## config.mk

```make
export PLATFORM = sky130hd
export DESIGN_NAME = tile_match_engine
export DESIGN_NICKNAME = d
export VERILOG_FILES = /design/src/rtl/tile_match_engine.sv
export SDC_FILE = /design/constraint.sdc
export NUM_CORES = 1
export LEC_CHECK = 0
export ABC_AREA = 1
export ABC_CLOCK_PERIOD_IN_PS = 9200
export BUFFER_PORTS_ARGS = -buffer_cell sky130_fd_sc_hd__buf_2
export CORE_MARGIN = 4
export CORE_UTILIZATION = 45
export DETAILED_ROUTE_END_ITERATION = 10
export GPL_TIMING_DRIVEN = 0
export PLACE_DENSITY = 0.71
export SLEW_MARGIN = 25
export SYNTH_ARGS = -nofsm -noshare
export SYNTH_HDL_FRONTEND = slang
export SYNTH_SLANG_ARGS = --single-unit
```

## constraint.sdc

```tcl
create_clock -name CLOCK_50 -period 9.2 [get_ports CLOCK_50]
set_input_delay 0.92 -clock CLOCK_50 [delete_from_list [all_inputs] [get_ports CLOCK_50]]
set_output_delay 0.92 -clock CLOCK_50 [all_outputs]
set_load 0.02 [all_outputs]
```

## src/rtl/tile_match_engine.sv

```systemverilog
// tile_match_engine: turns synchronized switch flips into tile flips, compares
// pairs, holds each pair visible for SHOW_CYCLES, tracks matches and moves.
module tile_match_engine #(
  parameter int NUM_TILES = 10,
  parameter int SYM_W = 3,
  parameter logic [NUM_TILES*SYM_W-1:0] TILE_SYMBOLS =
    {3'd4, 3'd3, 3'd2, 3'd1, 3'd0, 3'd4, 3'd3, 3'd2, 3'd1, 3'd0},
  parameter int SHOW_CYCLES = 25_000_000,
  parameter int SCORE_W = 8
) (
  input  logic                 CLOCK_50,
  input  logic                 resetn,
  input  logic                 start,
  input  logic [NUM_TILES-1:0] sw,
  output logic [NUM_TILES-1:0] tile_up,
  output logic [NUM_TILES-1:0] tile_matched,
  output logic [1:0]           switches_on,
  output logic                 pair_valid,
  output logic                 pair_match,
  output logic                 all_matched,
  output logic [SCORE_W-1:0]   move_count,
  output logic                 busy
);
  localparam int IDX_W = $clog2(NUM_TILES);
  localparam int CNT_W = $clog2(SHOW_CYCLES + 1);
  localparam logic [NUM_TILES-1:0] LSB = NUM_TILES'(1);

  typedef enum logic [2:0] {IDLE, ONE, CMP, SHOW, RESOLVE, DONE} stateT;

  stateT state, stateNext;
  logic [NUM_TILES-1:0] syncA, syncB, syncPrev, edges;
  logic [NUM_TILES-1:0] cand, hitMask, pairMask, tileUpNext, matchedNext;
  logic [IDX_W-1:0] idxA, idxB, idxANext, idxBNext, hitIdx;
  logic [CNT_W-1:0] showCnt, showCntNext;
  logic [SCORE_W-1:0] moveNext;
  logic [SYM_W-1:0] syms [NUM_TILES];
  logic [1:0] upCount;
  logic hit, pairValidNext, pairMatchNext, allMatchedNext;

  always_ff @(posedge CLOCK_50 or negedge resetn) begin
    if (!resetn) begin
      syncA <= '0;
      syncB <= '0;
      syncPrev <= '0;
      edges <= '0;
    end else begin
      syncA <= sw;
      syncB <= syncA;
      syncPrev <= syncB;
      edges <= syncB & ~syncPrev;
    end
  end

  // Only the lowest-index acceptable request wins; others in the same cycle are lost.
  always_comb begin
    cand = edges & ~tile_up & ~tile_matched;
    hit = 1'b0;
    hitIdx = '0;
    for (int i = NUM_TILES - 1; i >= 0; i--) begin
      if (cand[i]) begin
        hit = 1'b1;
        hitIdx = IDX_W'(i);
      end
    end
  end

  always_comb begin
    for (int i = 0; i < NUM_TILES; i++) syms[i] = TILE_SYMBOLS[i*SYM_W +: SYM_W];
  end

  assign hitMask = LSB << hitIdx;
  assign pairMask = (LSB << idxA) | (LSB << idxB);
  assign busy = state == SHOW;

  always_comb begin
    stateNext = state;
    idxANext = idxA;
    idxBNext = idxB;
    showCntNext = showCnt;
    tileUpNext = tile_up;
    matchedNext = tile_matched;
    moveNext = move_count;
    pairValidNext = 1'b0;
    pairMatchNext = pair_match;
    allMatchedNext = all_matched;
    if (start) begin
      stateNext = IDLE;
      tileUpNext = '0;
      matchedNext = '0;
      moveNext = '0;
      pairMatchNext = 1'b0;
      allMatchedNext = 1'b0;
    end else begin
      case (state)
        IDLE: if (hit) begin
          tileUpNext = tile_up | hitMask;
          idxANext = hitIdx;
          stateNext = ONE;
        end
        ONE: if (hit) begin
          tileUpNext = tile_up | hitMask;
          idxBNext = hitIdx;
          stateNext = CMP;
        end
        CMP: begin
          pairValidNext = 1'b1;
          pairMatchNext = syms[idxA] == syms[idxB];
          moveNext = &move_count ? move_count : move_count + 1'b1;
          showCntNext = CNT_W'(SHOW_CYCLES - 1);
          stateNext = SHOW;
        end
        SHOW: begin
          stateNext = showCnt == '0 ? RESOLVE : SHOW;
          showCntNext = showCnt == '0 ? showCnt : showCnt - 1'b1;
        end
        RESOLVE: begin
          tileUpNext = tile_up & ~pairMask;
          matchedNext = tile_matched | (pair_match ? pairMask : '0);
          allMatchedNext = &matchedNext;
          stateNext = &matchedNext ? DONE : IDLE;
        end
        default: ;
      endcase
    end
  end

  always_comb begin
    upCount = '0;
    for (int i = 0; i < NUM_TILES; i++) upCount = upCount + {1'b0, tileUpNext[i]};
  end

  always_ff @(posedge CLOCK_50 or negedge resetn) begin
    if (!resetn) begin
      state <= IDLE;
      idxA <= '0;
      idxB <= '0;
      showCnt <= '0;
      tile_up <= '0;
      tile_matched <= '0;
      switches_on <= '0;
      move_count <= '0;
      pair_valid <= 1'b0;
      pair_match <= 1'b0;
      all_matched <= 1'b0;
    end else begin
      state <= stateNext;
      idxA <= idxANext;
      idxB <= idxBNext;
      showCnt <= showCntNext;
      tile_up <= tileUpNext;
      tile_matched <= matchedNext;
      switches_on <= upCount;
      move_count <= moveNext;
      pair_valid <= pairValidNext;
      pair_match <= pairMatchNext;
      all_matched <= allMatchedNext;
    end
  end
endmodule

```

**After elaboration in Yosys (flattened, before gate mapping)**

Memories as Yosys holds them, arrays and structs flattened.
Index checks and enable logic that the tools add are counted.

- Register bits after elaboration: 109
- Bits in read-only memories: 96
- Input port bits: 13
- Output and inout port bits: 34
- Memories kept: 2

- $add $sub $neg: 11
- Magnitude comparators: 2
- Equal/unequal tests: 9
- Shifts and indexed selects: 3
- Mux-type cells: 47
- Bitwise operators: 14
- Reductions and logical operators: 14

Memory list:

| name | depth | bits a word | read ports | clocked after Yosys merged registers in | write ports | line | source |
|---|---|---|---|---|---|---|---|
| (name not given) | 16 | 3 | 1 | 0 | 0 | 107 | `pairMatchNext = syms[idxA] == syms[idxB];` |
| (name not given) | 16 | 3 | 1 | 0 | 0 | 107 |  |

Operators with widths:

| cell | count |
|---|---|
| 2-to-1 mux 10 bit | 5 |
| case mux 25 bit (2 select lines) | 1 |
| bitwise AND 10 bit | 4 |
| 2-to-1 mux 4 bit | 10 |
| inverter 10 bit | 4 |
| bitwise OR 10 bit | 3 |
| left shift 1 x 4 -> 10 bit (first input constant) | 3 |
| 2-to-1 mux 3 bit | 9 |
| logical NOT 25 bit | 1 |
| 2-to-1 mux 25 bit | 1 |
| subtractor 25 x 1 -> 25 bit (second input constant) | 1 |
| 2-to-1 mux 8 bit | 3 |
| case mux 10 bit (2 select lines) | 1 |
| adder 2 x 1 -> 2 bit | 8 |
| 2-to-1 mux 1 bit | 16 |
| case mux 3 bit (5 select lines) | 1 |
| AND reduction 3 bit | 4 |
| greater-or-equal comparator 5 bit (second input constant) | 2 |
| inverter 4 -> 5 bit | 2 |
| AND reduction 10 bit | 1 |
| adder 8 x 1 -> 8 bit (second input constant) | 1 |
| AND reduction 8 bit | 1 |
| equality test 3 x 2 -> 1 bit (second input constant) | 2 |
| != test 3 bit (second input constant) | 2 |
| other kinds (11) | 14 |

**Logic depth before layout (Yosys ltp)**

Gate-level depths: netlist of the first run.

- Depth after elaboration: 27
- Gate-level depth with buffers: 23
- Gate-level depth less buffers: 23

**Worst setup path before layout of the first run**

No wires, ideal clock.

- Kind: input to register
- Start point: in start
- End point: reg switches_on[1]
- Library setup time: 0.079 ns
- Data arrival time: 3.559 ns
- Required time: 9.121 ns
- Slack: 5.562 ns
- Cell stages on the path: 11
- Path buffers: 2
- Path through: clkbuf_1 > clkbuf_1 > a21oi_1 > nand2_1 > fa_1 > fa_1 > fa_1 > inv_1 > ha_1 > xnor2_1 > xor2_1

- Longest elaborated chain between the ends: 10

RTL lines:

| element | line | source |
|---|---|---|
| start: declaration | 13 | `input logic start,` |
| 2-to-1 mux 10 bit (*) | 86 | `if (start) begin` |
| adder 1 x 1 -> 2 bit | 129 | `for (int i = 0; i < NUM_TILES; i++) upCount = upCount + {1'b0, tileUpNext[i]};` |
| adder 2 x 1 -> 2 bit (7 in series) | 129 |  |
| adder 2 x 1 -> 2 bit (*) | 129 |  |
| named net upCount[1] | 37 | `logic [1:0] upCount;` |
| end signal: assignment | 152 | `switches_on <= upCount;` |
| end: declaration | 17 | `output logic [1:0] switches_on,` |

The timed path passes the listed nets; every way through them passes the cells marked *.
A chain may end at the register's enable or synchronous reset.

**Worst setup path in the final report of the first run**

- Start point: reg tile_up[0]
- End point: reg switches_on[1]

- Longest elaborated chain between the ends: 18
- Elaborated cells on any way between the ends: 20
- Classes of those cells: add/sub: 9; shift: 1; mux: 5; bitwise: 5

RTL lines:

| element | line | source |
|---|---|---|
| start: declaration | 15 | `output logic [NUM_TILES-1:0] tile_up,` |
| start signal: assignment | 150 | `tile_up <= tileUpNext;` |
| inverter 10 bit | 56 | `cand = edges & ~tile_up & ~tile_matched;` |
| bitwise AND 10 bit (2 in series) | 56 |  |
| 2-to-1 mux 4 bit | 60 | `if (cand[i]) begin` |
| left shift 1 x 4 -> 10 bit | 71 | `assign hitMask = LSB << hitIdx;` |
| bitwise OR 10 bit | 96, 101 |  |
| 2-to-1 mux 10 bit | 95, 100 |  |
| case mux 10 bit (2 select lines) (*) | 94 | `case (state)` |
| 2-to-1 mux 10 bit (*) | 86 |  |
| adder 1 x 1 -> 2 bit | 129 |  |
| adder 2 x 1 -> 2 bit (7 in series) | 129 |  |
| adder 2 x 1 -> 2 bit (*) | 129 |  |
| named net upCount[1] | 37 |  |

Marked as above.

==> results of run 1 <==
-- layout make-up --
type | instances | area [µm²] | area share, %
buffer | 11 | 60.1 | 0.977
timing repair buffer | 47 | 264 | 4.29
sequential | 109 | 2730 | 44.4
tap | 143 | 179 | 2.91
clock inverter | 7 | 98.8 | 1.61
multi-input combinational | 436 | 2210 | 36.0
clock buffer | 9 | 225 | 3.66
inverter | 101 | 379 | 6.17
-- worst reg2reg max path: stages, from the launching register on --
cell                      delay (ns)
sky130_fd_sc_hd__dfrtp_1        0.39
sky130_fd_sc_hd__inv_1          0.14
sky130_fd_sc_hd__nand3_1        0.28
sky130_fd_sc_hd__nand2_1        0.14
sky130_fd_sc_hd__inv_1          0.06
sky130_fd_sc_hd__o21ai_1        0.33
sky130_fd_sc_hd__inv_1          0.19
sky130_fd_sc_hd__nand4_1        0.14
sky130_fd_sc_hd__nand2_1        0.06
sky130_fd_sc_hd__nand2_1        0.05
sky130_fd_sc_hd__nand2_1        0.05
sky130_fd_sc_hd__nand2_1        0.11
sky130_fd_sc_hd__fa_1           0.45
sky130_fd_sc_hd__fa_1           0.49
sky130_fd_sc_hd__fa_1           0.49
sky130_fd_sc_hd__inv_1          0.04
sky130_fd_sc_hd__ha_1           0.18
sky130_fd_sc_hd__xnor2_1        0.18
sky130_fd_sc_hd__xor2_1         0.15
-- registers in the layout (all words and copies together) (netlist names) --
name,cells
syncA,10
pair_valid,1
all_matched,1
syncB,10
tile_matched,10
tile_up,10
syncPrev,10
pair_match,1
move_count,8
idxB,4
edges,10
state,3
idxA,4
switches_on,2
showCnt,25
-- metrics by stage --
stage	instance area (µm²)	power (W)	hold slack, ns	std cells	setup slack (ns)
2_1_floorplan	5380	0.00104	0.331	657	5.56
3_3_place_gp	5790	0.00118	0.333	846	5.07
3_5_place_dp	5820	0.00120	0.335	847	5.01
4_1_cts	6150	0.00161	0.354	863	5.28
5_1_grt	6150	0.00172	0.357	863	4.93
6_report	6150	0.00161	0.351	863	5.23
-- kinds of logic after synthesis --
family                   count (synthesis)
AO/OA/AOI/OAI                          116
XOR/XNOR                                20
flip-flops                             109
buffers and inverters                  112
adder cells (fa/ha/maj)                  7
AND/OR/NAND/NOR                        293
-- report_power, final --
| part | internal [W] | switching, W | total (W) |
|---|---|---|---|
| combinational | 0.000191 | 0.000380 | 0.000571 |
| sequential | 0.000560 | 0.0000666 | 0.000626 |
| clock | 0.000199 | 0.000209 | 0.000408 |
| total | 0.000950 | 0.000656 | 0.00161 |
-- how the worst max path moves through the flow --
stage                    start              to  cells after the start
global route        tile_up[0]  switches_on[1]                     19
CTS                 tile_up[0]  switches_on[1]                     18
detailed placement       start  switches_on[1]                     12
floorplan                start  switches_on[1]                     11
finish              tile_up[0]  switches_on[1]                     18
global placement         start  switches_on[1]                     12
-- routing by layer --
metal / vias up / track usage, %
met4: 0 / 7.70
met1: 2137 / 28.1
li1: 2245 / -
met5: - / 0
met2: 180 / 28.5
met3: 23 / 4.96
-- layout by cell type (no fill, tap or decap), types with 2 or more instances in the layout --
cell type	n
sky130_fd_sc_hd__xor2_1	15
sky130_fd_sc_hd__a211oi_1	5
sky130_fd_sc_hd__a221oi_1	2
sky130_fd_sc_hd__o31ai_1	5
sky130_fd_sc_hd__nor2_1	70
sky130_fd_sc_hd__nor4_1	4
sky130_fd_sc_hd__buf_2	48
sky130_fd_sc_hd__nor3_2	2
sky130_fd_sc_hd__dfrtp_1	109
sky130_fd_sc_hd__nand2_1	148
sky130_fd_sc_hd__inv_1	95
sky130_fd_sc_hd__fa_1	4
sky130_fd_sc_hd__o22ai_1	9
sky130_fd_sc_hd__nor2_2	4
sky130_fd_sc_hd__nor3_1	8
sky130_fd_sc_hd__ha_1	3
sky130_fd_sc_hd__clkbuf_1	6
sky130_fd_sc_hd__nand3_1	37
sky130_fd_sc_hd__nand4_1	9
sky130_fd_sc_hd__buf_6	3
sky130_fd_sc_hd__clkinv_8	4
sky130_fd_sc_hd__a21oi_1	39
sky130_fd_sc_hd__inv_2	5
sky130_fd_sc_hd__xnor2_1	5
sky130_fd_sc_hd__nand3b_1	2
sky130_fd_sc_hd__a31oi_1	2
sky130_fd_sc_hd__inv_6	2
sky130_fd_sc_hd__o21ai_1	18
sky130_fd_sc_hd__clkbuf_16	9
sky130_fd_sc_hd__nand2_2	5
sky130_fd_sc_hd__o21ai_0	31
sky130_fd_sc_hd__o311ai_0	2
==> results by group, run 1 <==
Outcome
  • Run status: complete, no violations

Setup path
  • Critical path's slowest cell: sky130_fd_sc_hd__fa_1
  • Critical path launch point type: flip-flop
  • Critical path class: reg2reg
  • Logic depth of the worst register-to-register path: 18
  • Buffering stage count on the worst path with inverters included: 4
  • Worst path max stage delay: 0.49 ns
  • Worst R2R End: switches_on[1]
  • Data arrival time of the worst path: 4.27 ns
  • Most numerous cell on the critical path: sky130_fd_sc_hd__nand2_1
  • Critical path, cell by cell: inv_1, nand3_1, nand2_1, inv_1, o21ai_1, inv_1, nand4_1, nand2_1, nand2_1, nand2_1, nand2_1, fa_1, fa_1, fa_1, inv_1, ha_1, xnor2_1, xor2_1
  • R2r setup slk: 5.23 ns
  • Largest delay share family, worst path: adder cells
  • CP Max Fanout: 8
  • Critical Path End Type: flip-flop
  • Beginning of the worst register-to-register path: tile_up[0]
  • Required time of the critical path: 9.50 ns

Synth
  • Dominant register cell in the synthesized netlist: sky130_fd_sc_hd__dfrtp_1
  • Mapped cell area: 5380 µm²
  • Cell types with the largest area share after synthesis: sky130_fd_sc_hd__dfrtp_1 51%, sky130_fd_sc_hd__nand2_1 10%, sky130_fd_sc_hd__inv_1 6.6%, sky130_fd_sc_hd__nor2_1 4.9%, sky130_fd_sc_hd__a21oi_1 3.6%
  • Simple-gate portion of the synthesized area: 23.7%
  • Top cells by instance count after synthesis: 148 x sky130_fd_sc_hd__nand2_1, 109 x sky130_fd_sc_hd__dfrtp_1, 95 x sky130_fd_sc_hd__inv_1
  • Dominant cell type by area after synthesis: sky130_fd_sc_hd__dfrtp_1
  • Library cells used by synthesis: 37
  • Most instantiated library cell after synthesis: sky130_fd_sc_hd__nand2_1
  • EDFF count, synth: 0
  • Synthesis warning total: 0
  • Post-Synthesis Net Count: 677
  • Async SR Flop Fraction: 100%
  • Cell count after synthesis: 657
  • Synthesized-area fraction occupied by adder cells: 2.19%
  • Share of the yosys chip area belonging to registers: 50.7%
  • Average cell area after synthesis: 8.19 µm²
  • Largest family of logic cells by synthesized area: simple AND/OR/NAND/NOR gates
  • Xor/xnor share of the synthesized area: 3.26%
  • Portion of synthesized cell area occupied by the leading cell type: 50.7%
  • Synthesized-area fraction occupied by ao, oa, aoi and oai cells: 12.0%
  • Number of register bits inferred by synthesis: 109
  • Portion of netlist area occupied by mux cells: 0%

Die
  • Number of placement rows: 39
  • Effective utilization at floorplan: 46.5%
  • Die width: 117 µm
  • IO Count: 47
  • Die height: 117 µm
  • Core region area: 11600 µm²
  • Full die area: 13800 µm²

Placed design
  • Port Buffers: 46
  • Detailed placer's ending HPWL: 9780 µm
  • Gpl congestion: 0.901

STA
  • Setup total negative slack: 0 ns
  • Final Critical Period: 3.97 ns
  • Worst Tran Pin Value: 0.607 ns
  • Max-slew violation count: 0
  • Slew margin rel.: 59.2%
  • Final worst clock skew: 0.00888 ns
  • RSZ-0062 raised after global routing: no
  • Period utilization: 43.2%
  • Total of endpoints with negative setup slack in the final report: 0
  • Final Hold Vio Count: 0
  • Highest attainable clock frequency: 252 MHz

Clock tree
  • Number of cells upsized or downsized after cts: 0
  • CTS clock-pin slew for the worst setup and hold paths: 0.09 ns
  • Post-CTS Setup Bufs: 0
  • TritonCTS clock tree: built
  • Maximum count of clock buffers along a single path: 2
  • CTS H-Tree Depth: 3
  • Root buf cell: sky130_fd_sc_hd__clkbuf_16
  • Number of sinks driven by the clock tree: 109
  • Post-CTS Hold Fix Bufs: 0
  • Number of clock buffers inserted by TritonCTS: 9
  • Clk Latency, worst-skew pair: 0.37 ns

Pwr
  • Lkg Pwr: 3.04 nW
  • Peak supply drop: 0.000160 V
  • PwrDens: 261 nW/µm²

Finish
  • Filler cell count: 1077
  • Nets: 735
  • Synthesis-to-layout area growth: 14.3%
  • Share of the core filled with cells in the final layout: 53.2%
  • Number of antenna repair diodes: 0
  • Proportion of layout cells with a drive suffix above 1: 12.2%

Drt
  • Vias per cell: 5.31
  • Average routed wire per standard cell: 15.1 µm
  • Number of search-and-repair iterations in the first detailed-routing pass: 5
  • Sum of met3 wire segment lengths after detailed routing: 1050 µm
  • Post-detailed-routing wire length: 13000 µm
  • Met2 routed WL: 5510 µm
  • Number of design-rule violations left by the first detailed-router iteration: 417
  • Routed length on met1: 6120 µm
  • Top layer reached by signal wires: met4
  • Routed Antenna Nets: 0
  • Vias after detailed routing: 4585
  • DRC Markers: 0

Min path
  • Terminating pin of the worst hold path: syncB[2]
  • Hold path startpoint: syncA[2]
  • Worst min-delay path class: reg2reg
  • Number of cells on the worst hold path: 0

GRT
  • First-pass GRT wire length: 21700 µm
  • Pin count of the biggest net entering global routing: 74
  • Number of antenna violations at the first check in global routing: 0
  • Vias in the first global route: 4263
  • Total congestion overflow: 0
  • Global routing usage summed across all routing layers: 19.6%

Flow run
  • Count of maximum capacitance violations: 0
Note: power is estimated with default switching activity, not from simulation.
==> run 2, diff against run 1 <==
--- a/config.mk
+++ b/config.mk
@@ -6,7 +6,7 @@
 export NUM_CORES = 1
 export LEC_CHECK = 0
 export ABC_AREA = 1
-export ABC_CLOCK_PERIOD_IN_PS = 9200
+export ABC_CLOCK_PERIOD_IN_PS = 4100
 export BUFFER_PORTS_ARGS = -buffer_cell sky130_fd_sc_hd__buf_2
 export CORE_MARGIN = 4
 export CORE_UTILIZATION = 45
==> constraint.sdc (replaced) <==
create_clock -name CLOCK_50 -period 4.1 [get_ports CLOCK_50]
set_input_delay 0.41 -clock CLOCK_50 [delete_from_list [all_inputs] [get_ports CLOCK_50]]
set_output_delay 0.41 -clock CLOCK_50 [all_outputs]
set_load 0.02 [all_outputs]
==> results by group, run 2 (synthesis gave the netlist of run 1 again) <==
Clock tree
  • Post-CTS Setup Bufs: 0 (unchanged)
  • Number of sinks driven by the clock tree: 109 (unchanged)
  • Clk Latency, worst-skew pair: 0.37 ns (about the same)
  • TritonCTS clock tree: built
  • CTS clock-pin slew for the worst setup and hold paths: 0.08 ns (about the same)
  • Number of clock buffers inserted by TritonCTS: 9 (unchanged)
  • Maximum count of clock buffers along a single path: 2 (unchanged)
  • Root buf cell: sky130_fd_sc_hd__clkbuf_16
  • CTS H-Tree Depth: 3 (unchanged)

GRT
  • GR Util met3: 4.91% (-0.048 points)
  • Number of antenna violations at the first check in global routing: 0 (unchanged)
  • Busiest layer in global routing: met2
  • Met2 Track Usage GR: 28.5% (+0.072 points)
  • Pin count of the biggest net entering global routing: 74 (unchanged)
  • Global routing usage summed across all routing layers: 19.6% (+0.031 points)
  • Total congestion overflow: 0 (unchanged)
  • First-pass GRT wire length: 21700 µm (+0.19%)
  • Global-route track usage on met1: 28.2% (+0.063 points)
  • Vias in the first global route: 4272 (+0.21%)

STA
  • Final Critical Period: 3.84 ns (-0.133 ns)
  • Final worst clock skew: 0.00834 ns (-0.000543 ns)
  • Hold WS: 0.144 ns (-0.207 ns)
  • Slew margin rel.: 58.7% (-0.55 points)
  • Total of endpoints with negative setup slack in the final report: 0 (unchanged)
  • Period utilization: 93.7% (+50 points)
  • Highest attainable clock frequency: 260 MHz (+3.5%)
  • Final Hold Vio Count: 0 (unchanged)
  • Setup total negative slack: 0 ns (unchanged)
  • Worst Tran Pin Value: 0.620 ns (+0.0123 ns)
  • Max-slew violation count: 0 (unchanged)

Setup path
  • Critical path class: reg2reg
  • CP Max Fanout: 10 (+2)
  • Data arrival time of the worst path: 4.14 ns (-0.13 ns)
  • Required time of the critical path: 4.40 ns (-5.10 ns)
  • Critical path launch point type: flip-flop
  • R2r setup slk: 0.26 ns (-4.97 ns)
  • Critical Path End Type: flip-flop

Pwr
  • Peak supply drop: 0.000360 V (+120%)
  • Part of the power in combinational logic: 35.7% (about the same)
  • Power Internal: 0.00214 W (+120%)
  • Proportion of total power due to net switching: 40.9% (about the same)
  • Flop pwr share: 38.9% (about the same)
  • PwrDens: 584 nW/µm² (+120%)
  • Lkg Pwr: 3.06 nW (+0.49%)
  • Switching power of the nets: 0.00148 W (+130%)
  • Power share of the clock group: 25.3% (about the same)

Drt
  • Number of search-and-repair iterations in the first detailed-routing pass: 7 (+2)
  • Vias after detailed routing: 4565 (-0.44%)
  • DRC Markers: 0 (unchanged)
  • Vias per cell: 5.28 (-0.55%)
  • Routed Antenna Nets: 0 (unchanged)
  • Post-detailed-routing wire length: 13000 µm (+0.14%)
  • Number of design-rule violations left by the first detailed-router iteration: 461 (+11%)
  • Average routed wire per standard cell: 15.1 µm (about the same)

Placed design
  • Detailed placer's ending HPWL: 9780 µm (unchanged)
  • DP Cell Count: 847 (unchanged)
  • Post-place instance area: 5820 µm² (unchanged)
  • Port Buffers: 46 (unchanged)
  • Gpl congestion: 0.901 (unchanged)

Die
  • Full die area: 13800 µm² (unchanged)
  • Core region area: 11600 µm² (unchanged)
  • Effective utilization at floorplan: 46.5% (unchanged)
  • Die width: 117 µm (unchanged)
  • Number of placement rows: 39 (unchanged)
  • Die height: 117 µm (unchanged)
  • IO Count: 47 (unchanged)

Finish
  • Cell Count, Final, Fillers Out: 864 (+0.12%)
  • Flip-flop count of the largest register, all copies and words added: 25 (unchanged)
  • Commonest cells after routing, fill and taps aside: 147 x sky130_fd_sc_hd__nand2_1, 109 x sky130_fd_sc_hd__dfrtp_1, 95 x sky130_fd_sc_hd__inv_1
  • Most flop-heavy register: showCnt
  • Synthesis-to-layout area growth: 14.9%
  • Nets: 736 (+0.14%)
  • Most frequent standard cell in the layout excluding fill and tap cells: sky130_fd_sc_hd__nand2_1
  • Summed area of non-filler cells in the final layout: 6180 µm² (+0.57%)
  • Filler cell count: 1067 (-0.93%)
  • Proportion of layout cells with a drive suffix above 1: 13.0% (+0.82 points)
  • Number of antenna repair diodes: 0 (unchanged)

Outcome
  • Run status: complete, no violations

Min path
  • Worst min-delay path class: in2reg

Flow run
  • Count of maximum capacitance violations: 0 (unchanged)
-- run 2: critical path, stage by stage, from the launching register on --
cell	delay, ns
sky130_fd_sc_hd__dfrtp_1	0.48
sky130_fd_sc_hd__nand2_2	0.24
sky130_fd_sc_hd__clkinv_1	0.24
sky130_fd_sc_hd__nor2_4	0.28
sky130_fd_sc_hd__inv_1	0.10
sky130_fd_sc_hd__o311ai_0	0.17
sky130_fd_sc_hd__nand3_1	0.23
sky130_fd_sc_hd__fa_1	0.56
sky130_fd_sc_hd__fa_1	0.44
sky130_fd_sc_hd__fa_1	0.49
sky130_fd_sc_hd__inv_1	0.04
sky130_fd_sc_hd__ha_1	0.18
sky130_fd_sc_hd__xnor2_1	0.18
sky130_fd_sc_hd__xor2_1	0.15
-- run 2: path summary, 6_finish.rpt --
kind                             endpoint     start  depth (start not counted)
setup / recovery           switches_on[1]  state[2]                         13
min in group asynchronous      tile_up[1]    resetn                          2
setup reg to reg           switches_on[1]  state[2]                         13
hold / removal                   syncA[5]     sw[5]                          1
hold reg to reg                  syncB[2]  syncA[2]                          0
max in group asynchronous     showCnt[13]    resetn                          3
-- run 2: layout make-up --
class,count,area [µm²],area share [%]
sequential,109,2730,44.1
inverter,101,379,6.13
buffer,11,61.3,0.992
tap,143,179,2.89
clock buffer,9,225,3.64
clock inverter,7,98.8,1.60
multi-input combinational,436,2240,36.2
timing repair buffer,48,274,4.43
-- run 2: metal layers --
| layer | wire length [µm] | share of wire, % |
|---|---|---|
| met3 | 1170 | 8.9 |
| met1 | 6040 | 46 |
| met2 | 5480 | 42 |
| met5 | 0 | 0 |
| met4 | 359 | 2.8 |
-- run 2: power groups by stage --
stage | logic, W | clock network (W) | registers, W
finish | 0.00129 | 0.000916 | 0.00141
global route | 0.00145 | 0.000981 | 0.00143
CTS | 0.00127 | 0.000941 | 0.00140
global placement | 0.00124 | 0 | 0.00142
floorplan | 0.000871 | 0 | 0.00145
detailed placement | 0.00126 | 0 | 0.00142
-- run 2: repair_timing --
action                     CTS  global route
setup endpoints to repair    0             1
hold buffers                 1             0
hold endpoints to repair    36             0
gates resized for setup      0             8
-- run 2: metrics by stage --
| stage | power (W) | utilization, % | setup slack [ns] |
|---|---|---|---|
| after floorplan | 0.00232 | - | 0.557 |
| after global placement | 0.00265 | 50.1 | 0.200 |
| after detailed placement | 0.00269 | 50.4 | 0.219 |
| after CTS | 0.00362 | 53.2 | 0.182 |
| after global routing | 0.00387 | 53.5 | -0.00611 |
| final | 0.00361 | 53.5 | 0.260 |
==> run 3, diff against run 2 <==
--- a/config.mk
+++ b/config.mk
@@ -13,6 +13,7 @@
 export DETAILED_ROUTE_END_ITERATION = 10
 export GPL_TIMING_DRIVEN = 0
 export PLACE_DENSITY = 0.71
+export RECOVER_POWER = 50
 export SLEW_MARGIN = 25
 export SYNTH_ARGS = -nofsm -noshare
 export SYNTH_HDL_FRONTEND = slang
==> results by group, run 3 (synthesis gave the netlist of run 1 again) <==
Drt
  • Post-detailed-routing wire length: 13000 µm (about the same)
  • Routed length on met1: 6160 µm (+2.1%)
  • Vias after detailed routing: 4584 (+0.42%)
  • Vias per cell: 5.31 (+0.42%)
  • Number of design-rule violations left by the first detailed-router iteration: 445 (-3.5%)
  • DRC Markers: 0 (unchanged)
  • Routed Antenna Nets: 0 (unchanged)
  • Average routed wire per standard cell: 15.1 µm (about the same)
  • Number of search-and-repair iterations in the first detailed-routing pass: 5 (-2)
  • Sum of met3 wire segment lengths after detailed routing: 1040 µm (-11%)
  • Top layer reached by signal wires: met4
  • Met2 routed WL: 5490 µm (+0.15%)

Pwr
  • Part of the power in combinational logic: 35.7% (about the same)
  • Flop pwr share: 38.9% (about the same)
  • Power share of the clock group: 25.4% (about the same)
  • PwrDens: 585 nW/µm² (+0.15%)
  • Peak supply drop: 0.000361 V (+0.26%)
  • Lkg Pwr: 3.05 nW (-0.16%)
  • Power Internal: 0.00213 W (about the same)
  • Power consumption: 0.00361 W (about the same)
  • Proportion of total power due to net switching: 40.9% (about the same)
  • Switching power of the nets: 0.00148 W (about the same)

STA
  • Worst Tran Pin Value: 2.05 ns (+1.43 ns)
  • Final worst clock skew: 0.00809 ns (-0.000251 ns)
  • Total of endpoints with negative setup slack in the final report: 0 (unchanged)
  • Post-route worst setup slack: 0.254 ns (-0.00674 ns)
  • Highest attainable clock frequency: 260 MHz (-0.18%)
  • Final Critical Period: 3.85 ns (+0.00674 ns)
  • Max-slew violation count: 37 (+37)
  • Period utilization: 93.8% (+0.16 points)
  • Final Hold Vio Count: 0 (unchanged)
  • Slew margin rel.: -36.5% (-95 points)

Placed design
  • Port Buffers: 46 (unchanged)
  • Post-place instance area: 5820 µm² (unchanged)
  • Detailed placer's ending HPWL: 9780 µm (unchanged)
  • Post-placement setup slack: 0.219 ns (unchanged)
  • Gpl congestion: 0.901 (unchanged)
  • DP Cell Count: 847 (unchanged)

Clock tree
  • CTS clock-pin slew for the worst setup and hold paths: 0.09 ns (about the same)
  • Maximum count of clock buffers along a single path: 2 (unchanged)
  • CTS H-Tree Depth: 3 (unchanged)
  • Number of clock buffers inserted by TritonCTS: 9 (unchanged)
  • Post-CTS Setup Bufs: 0 (unchanged)
  • Root buf cell: sky130_fd_sc_hd__clkbuf_16
  • Number of sinks driven by the clock tree: 109 (unchanged)
  • TritonCTS clock tree: built
  • Clk Latency, worst-skew pair: 0.37 ns (about the same)

Die
  • Number of placement rows: 39 (unchanged)
  • IO Count: 47 (unchanged)
  • Die height: 117 µm (unchanged)
  • Effective utilization at floorplan: 46.5% (unchanged)
  • Core region area: 11600 µm² (unchanged)
  • Full die area: 13800 µm² (unchanged)
  • Die width: 117 µm (unchanged)

Setup path
  • CP Max Fanout: 10 (unchanged)
  • Critical path launch point type: flip-flop
  • Data arrival time of the worst path: 4.14 ns (about the same)
  • Critical Path End Type: flip-flop
  • Critical path class: reg2reg
  • Required time of the critical path: 4.40 ns (about the same)

Finish
  • Most frequent standard cell in the layout excluding fill and tap cells: sky130_fd_sc_hd__nand2_1
  • Proportion of layout cells with a drive suffix above 1: 12.9% (-0.14 points)
  • Area used by sequential logic in the layout: 2730 µm² (unchanged)
  • Share of the core filled with cells in the final layout: 53.4% (-0.065 points)
  • Cell Count, Final, Fillers Out: 864 (unchanged)
  • Nets: 736 (unchanged)
  • Synthesis-to-layout area growth: 14.8%
  • Number of antenna repair diodes: 0 (unchanged)
  • Flip-flop count of the largest register, all copies and words added: 25 (unchanged)
  • Commonest cells after routing, fill and taps aside: 147 x sky130_fd_sc_hd__nand2_1, 109 x sky130_fd_sc_hd__dfrtp_1, 95 x sky130_fd_sc_hd__inv_1
  • Filler cell count: 1068 (+0.094%)
  • Most flop-heavy register: showCnt
  • Summed area of non-filler cells in the final layout: 6170 µm² (-0.12%)
  • Multi-input combinational cell area: 2240 µm² (unchanged)

GRT
  • Global routing usage summed across all routing layers: 19.6% (unchanged)
  • Number of antenna violations at the first check in global routing: 0 (unchanged)
  • Pin count of the biggest net entering global routing: 74 (unchanged)
  • Vias in the first global route: 4272 (unchanged)
  • First-pass GRT wire length: 21700 µm (unchanged)
  • Total congestion overflow: 0 (unchanged)

Outcome
  • Run status: finished with violations
  • Violated checks: capacitance limit, slew limit

Min path
  • Worst min-delay path class: in2reg

Flow run
  • Count of maximum capacitance violations: 1 (+1)
-- run 3: cell type report --
type	instances	share of cell area, %
timing repair buffer	48	4.32
multi-input combinational	436	36.2
tap	143	2.90
clock buffer	9	3.65
inverter	101	6.14
sequential	109	44.2
buffer	11	0.993
clock inverter	7	1.60
-- run 3: worst max-delay path: stages (launching register included) --
cell and delay, ns:
sky130_fd_sc_hd__dfrtp_1 0.47, sky130_fd_sc_hd__nand2_2 0.24, sky130_fd_sc_hd__clkinv_1 0.25, sky130_fd_sc_hd__nor2_4 0.28, sky130_fd_sc_hd__inv_1 0.11, sky130_fd_sc_hd__o311ai_0 0.17, sky130_fd_sc_hd__nand3_1 0.22, sky130_fd_sc_hd__fa_1 0.55
sky130_fd_sc_hd__fa_1 0.44, sky130_fd_sc_hd__fa_1 0.49, sky130_fd_sc_hd__inv_1 0.04, sky130_fd_sc_hd__ha_1 0.18, sky130_fd_sc_hd__xnor2_1 0.18, sky130_fd_sc_hd__xor2_1 0.15
-- run 3: power groups by stage --
stage | Sequential (W) | Combinational [W] | Clock [W]
after floorplan | 0.00145 | 0.000871 | 0
after global placement | 0.00142 | 0.00124 | 0
after detailed placement | 0.00142 | 0.00126 | 0
after CTS | 0.00140 | 0.00127 | 0.000941
after global routing | 0.00143 | 0.00145 | 0.000981
final | 0.00140 | 0.00129 | 0.000917
-- run 3: metrics by stage --
stage / hold WS, ns / TNS, ns
2_1_floorplan: 0.114 / 0
3_3_place_gp: 0.333 / 0
3_5_place_dp: 0.333 / 0
4_1_cts: 0.131 / 0
5_1_grt: 0.128 / -0.00611
6_report: 0.144 / 0
-- run 3: repair_timing --
action	in CTS	in global routing
gates resized for setup	0	8
endpoints found under the setup margin	0	1
hold buffers	1	0
endpoints found under the hold margin	36	0
-- run 3: final timing paths --
kind	start	endpoint	slack, ns	depth (start not counted)
worst max-delay path	state[2]	switches_on[1]	0.25	13
worst min-delay path	sw[5]	syncA[5]	0.14	1
worst max register to register	state[2]	switches_on[1]	0.25	13
worst min register to register	syncA[2]	syncB[2]	0.35	0
max in group asynchronous	resetn	move_count[7]	1.74	2
min in group asynchronous	resetn	tile_up[1]	1.17	2
-- run 3: layer usage --
metal	vias to the layer above	GRT usage, %
li1	2244	-
met1	2119	28.2
met2	197	28.5
met3	24	4.91
met4	0	7.70
met5	-	0
